[config.mk]
export PLATFORM = sky130hd
export DESIGN_NAME = pc_jump_unit
export DESIGN_NICKNAME = d
export VERILOG_FILES = /design/src/rtl/pc_jump_unit.sv
export SDC_FILE = /design/constraint.sdc
export NUM_CORES = 1
export LEC_CHECK = 0
export CAP_MARGIN = 40
export CORE_MARGIN = 2
export CORE_UTILIZATION = 41
export DETAILED_ROUTE_END_ITERATION = 8
export PLACE_DENSITY = 0.79
export SYNTH_ARGS = -nofsm -noshare
export SYNTH_HDL_FRONTEND = slang
export SYNTH_SLANG_ARGS = --single-unit
[constraint.sdc]
create_clock -name clk -period 1.8 [get_ports clk]
set_input_delay 0.27 -clock clk [delete_from_list [all_inputs] [get_ports clk]]
set_output_delay 0.27 -clock clk [all_outputs]
set_load 0.02 [all_outputs]
[src/rtl/pc_jump_unit.sv]
// Program counter with Hack-style jump resolution, boot/run/halt control and a saturating retired count.
// Latency: one cycle from a retiring 'en' to the new pc/taken; every output is registered.
// Backpressure: none; halt_req stalls the PC, and en is ignored outside RUN.
module pc_jump_unit #(
    parameter int              WIDTH     = 16,
    parameter logic [WIDTH-1:0] RESET_VEC = '0
) (
    input  logic             clk,
    input  logic             rst_n,
    input  logic             en,
    input  logic             is_c,
    input  logic [2:0]       jmp,
    input  logic             zr,
    input  logic             ng,
    input  logic [WIDTH-1:0] target,
    input  logic             halt_req,
    input  logic             resume,
    output logic [WIDTH-1:0] pc,
    output logic             pc_valid,
    output logic             taken,
    output logic             halted,
    output logic [WIDTH-1:0] instr_cnt
);

    typedef enum logic [1:0] {BOOT, RUN, HALT} state_t;

    state_t state;
    logic   cond;

    // j1 = lt, j2 = eq, j3 = gt; a zr & ng combination is evaluated literally.
    assign cond = is_c & ((jmp[2] & ng) | (jmp[1] & zr) | (jmp[0] & ~ng & ~zr));

    always_ff @(posedge clk or negedge rst_n) begin
        if (!rst_n) begin
            state     <= BOOT;
            pc        <= RESET_VEC;
            instr_cnt <= '0;
            taken     <= 1'b0;
            pc_valid  <= 1'b0;
            halted    <= 1'b0;
        end else begin
            taken <= 1'b0;
            case (state)
                BOOT: begin
                    state    <= RUN;
                    pc_valid <= 1'b1;
                    halted   <= 1'b0;
                end
                RUN: begin
                    if (halt_req) begin
                        state    <= HALT;
                        pc_valid <= 1'b0;
                        halted   <= 1'b1;
                    end else if (en) begin
                        pc    <= cond ? target : pc + WIDTH'(1);
                        taken <= cond;
                        if (!(&instr_cnt))
                            instr_cnt <= instr_cnt + WIDTH'(1);
                    end
                end
                HALT: begin
                    if (resume) begin
                        state    <= RUN;
                        pc_valid <= 1'b1;
                        halted   <= 1'b0;
                    end
                end
                default: begin
                    state    <= BOOT;
                    pc_valid <= 1'b0;
                    halted   <= 1'b0;
                end
            endcase
        end
    end

endmodule

==> flow_metrics.tcl <==
set metrics [dict create \
    synth_fa_ha_area_share_pct 1.338 \
    post_synth_edffs 0 \
    post_synth_inst_count 206 \
    core.rowCount 24 \
    clock_latency_ns 0.29 \
    h-tree-depth 2 \
    grt_start_max_net_pins 45 \
    postRouteWirelength_microns 4811 \
    clkTransAtPathRegs_ns 0.08 \
    setup_slack_ns 0.08534 \
    tritoncts "done" \
    worst-slew-pin-transition_ns 0.4680 \
    drc 0 \
    n_antenna_cell 0 \
    critPathRequiredTime_ns 1.98 \
    numClockSinks 36 \
    final_cell_mix "61 x sky130_fd_sc_hd__clkdlybuf4s50_1, 32 x sky130_fd_sc_hd__dfrtp_1, 23 x sky130_fd_sc_hd__a21oi_1, 22 x sky130_fd_sc_hd__nand2_1, 18 x sky130_fd_sc_hd__nand3_1" \
    core-area_sq_mm 0.004384 \
    timing.critical_path.to_type "flip-flop" \
    hold_viol_final 0 \
    clockBufferDepth 2 \
    synthesized_area_per_cell_sq_um 9.080 \
    yosys-top-cells-area "sky130_fd_sc_hd__dfrtp_1 48%, sky130_fd_sc_hd__a21oi_1 6.2%, sky130_fd_sc_hd__nand3_1 4.8%" \
    fin_hold_ws_ns 0.3966 \
    largest_driver_fanout_on_the_critical_path 8 \
    design_power_total_uw 3697 \
    first_pass_detailed_route_iteration_total 4 \
    drv_slew 0 \
    post_drt_via_cell_ratio 5.366 \
    avgRoutedWirePerCell_microns 14.32 \
    finalWorstPathRequiredPeriod_ns 1.715 \
    layout.cell_area.non_filler_sq_mm 0.002768 \
    seq_area_frac_synth_pct 48.16 \
    vias_in_the_first_global_route 1756 \
    nets 312 \
    syn_to_final_growth_pct 47.96 \
    drt_iter0_markers 150 \
    layout-drive-gt1-share_pct 11.62 \
    floorplan.die_area_sq_mm 0.005119 \
    synth-xor-area-share_pct 6.555 \
    initial_utilization_pct 42.67 \
    route.vias.total 1803 \
    worst_setup_sp_type "flip-flop" \
    antenna_found_initial 0 \
    asyncSetResetFlopFracSynth_pct 100.0 \
    fin_crit_sh_pct 95.26 \
    power_per_cell_area_mw_per_mm2 1336 \
    cts_buffers 5 \
    final_util_pct 63.13 \
    ir_drop_uv 761.0 \
    synth_mux_area_share_pct 1.338 \
    timing.clock.skew_ns 0.006021 \
    grt_first_pass_wirelength_microns 8280 \
    postCtsSetupBuffers 0 \
    timing_worst_setup_path_type "reg -> reg" \
    mostFrequentLayoutCell "sky130_fd_sc_hd__clkdlybuf4s50_1" \
    leakagePower_uw 0.001166 \
    run_status "completed" \
    die_x_microns 71.55 \
    synthDistinctLibCells 33 \
    dpl.hpwl_microns 3349 \
    finalWeightedCongestion 0.8348 \
    height_of_the_die_microns 71.55 \
    cts-hold-fix-buffers 0 \
    cts_root_buffer "sky130_fd_sc_hd__clkbuf_8" \
    design.portCount 62 \
    hold_class "in -> async" \
    combinational_family_with_the_most_area_after_synthesis "simple AND/OR/NAND/NOR gates" \
    worst_slew_margin_rel_pct 68.80 \
    synth.cell_area_sq_mm 0.001871 \
    yosys_warnings 0 \
    synth_simple_gate_area_share_pct 21.94 \
    placement.setup.worst_slack_ns -0.05339 \
    postRouteAntennaNets 0 \
    synthDominantAreaCellType "sky130_fd_sc_hd__dfrtp_1" \
    grt_use_total_pct 20.34 \
    setup_violations 0 \
    synth_top_cell_area_share_pct 48.16 \
    critical_path_arrival_ns 1.89 \
    timing.fmax_mhz 583.2 \
    synth_nets 235 \
    unrepaired_setup_endpoints_after_global_routing "false" \
    synth_top_flop_cell "sky130_fd_sc_hd__dfrtp_1" \
    overflow 0 \
    synth_compound_gate_area_share_pct 17.46 \
    placement.io_buffers 61 \
    max_cap_viol 0 \
    place_area_sq_mm 0.002658 \
    ys_seq_elements 36 \
]
==> cell type report <==
type                    count  area [sq um]
clock buffers               6         72.57
flip-flops and latches     36         905.9
inverters                   6         22.52
clock inverters             2         35.03
well taps                  52         65.06
fillers                   389          1617
multi-input cells         156         915.9
repair buffers             78         750.7
==> cells in the mapped netlist (all sizes together) (2+ instances only) <==
master	count
inv	6
nand4	7
xnor2	9
a2bb2oi	6
nor2	16
xor2	5
nor3	4
nand2	22
o21ai	16
o22ai	6
nand3	18
nor2b	2
and3	6
dfrtp	36
ha	2
nand2b	2
clkbuf	7
a21oi	23
==> layer usage <==
| layer | track usage [%] | vias up | routed length (microns) |
|---|---|---|---|
| li1 | - | 888 | - |
| met1 | 26.30 | 856 | 2071 |
| met2 | 34.47 | 53 | 2406 |
| met3 | 5.063 | 6 | 286 |
| met4 | 4.822 | 0 | 47 |
| met5 | 0 | - | 0 |
==> cell families after synthesis <==
group | after synthesis
AOI/OAI and AO/OA | 56
xor gates and xnor gates | 14
adders and majority gates | 2
buffers and inverters | 14
DFF | 36
muxes | 2
and+or+nand+nor | 82
==> metrics by stage <==
step / cells / setup TNS (ns)
detailed placement: 328 / -0.2603
finish: 336 / 0
floorplan: 206 / 0
global placement: 328 / -0.01271
CTS: 336 / 0
global route: 336 / 0
==> critical path: stages, from the launching register on <==
cell and delay [ns]:
sky130_fd_sc_hd__dfrtp_2 0.38, sky130_fd_sc_hd__nand4_2 0.11, sky130_fd_sc_hd__or3_4 0.39, sky130_fd_sc_hd__o31a_1 0.39, sky130_fd_sc_hd__mux2_4 0.32
==> state kept, by name (all words and copies together) (netlist names) <==
name,count
pc_valid,1
halted,1
pc,16
state,1
instr_cnt,16
taken,1
==> power breakdown <==
part | internal, uW | switching (uW) | total (uW)
clock network | 411 | 297 | 708
logic | 806 | 794 | 1600
registers | 1070 | 316 | 1390
total | 2290 | 1410 | 3700
==> timing repair <==
action	in CTS	in global routing
resized for setup	0	1
setup endpoints to repair	0	2
hold endpoints to repair	0	0
==> path summary, 6_finish.rpt <==
check	cells after the start	slack (ns)	startpoint	to
setup reg to reg	4	0.09	instr_cnt[10]	instr_cnt[1]
hold / removal	2	0.40	rst_n	pc[15]
setup / recovery	4	0.09	instr_cnt[10]	instr_cnt[1]
min in group clk	1	0.50	instr_cnt[14]	instr_cnt[14]
max in group asynchronous	2	1.04	rst_n	instr_cnt[10]
hold reg to reg	1	0.50	instr_cnt[14]	instr_cnt[14]
Note: power is estimated with default switching activity, not from simulation.
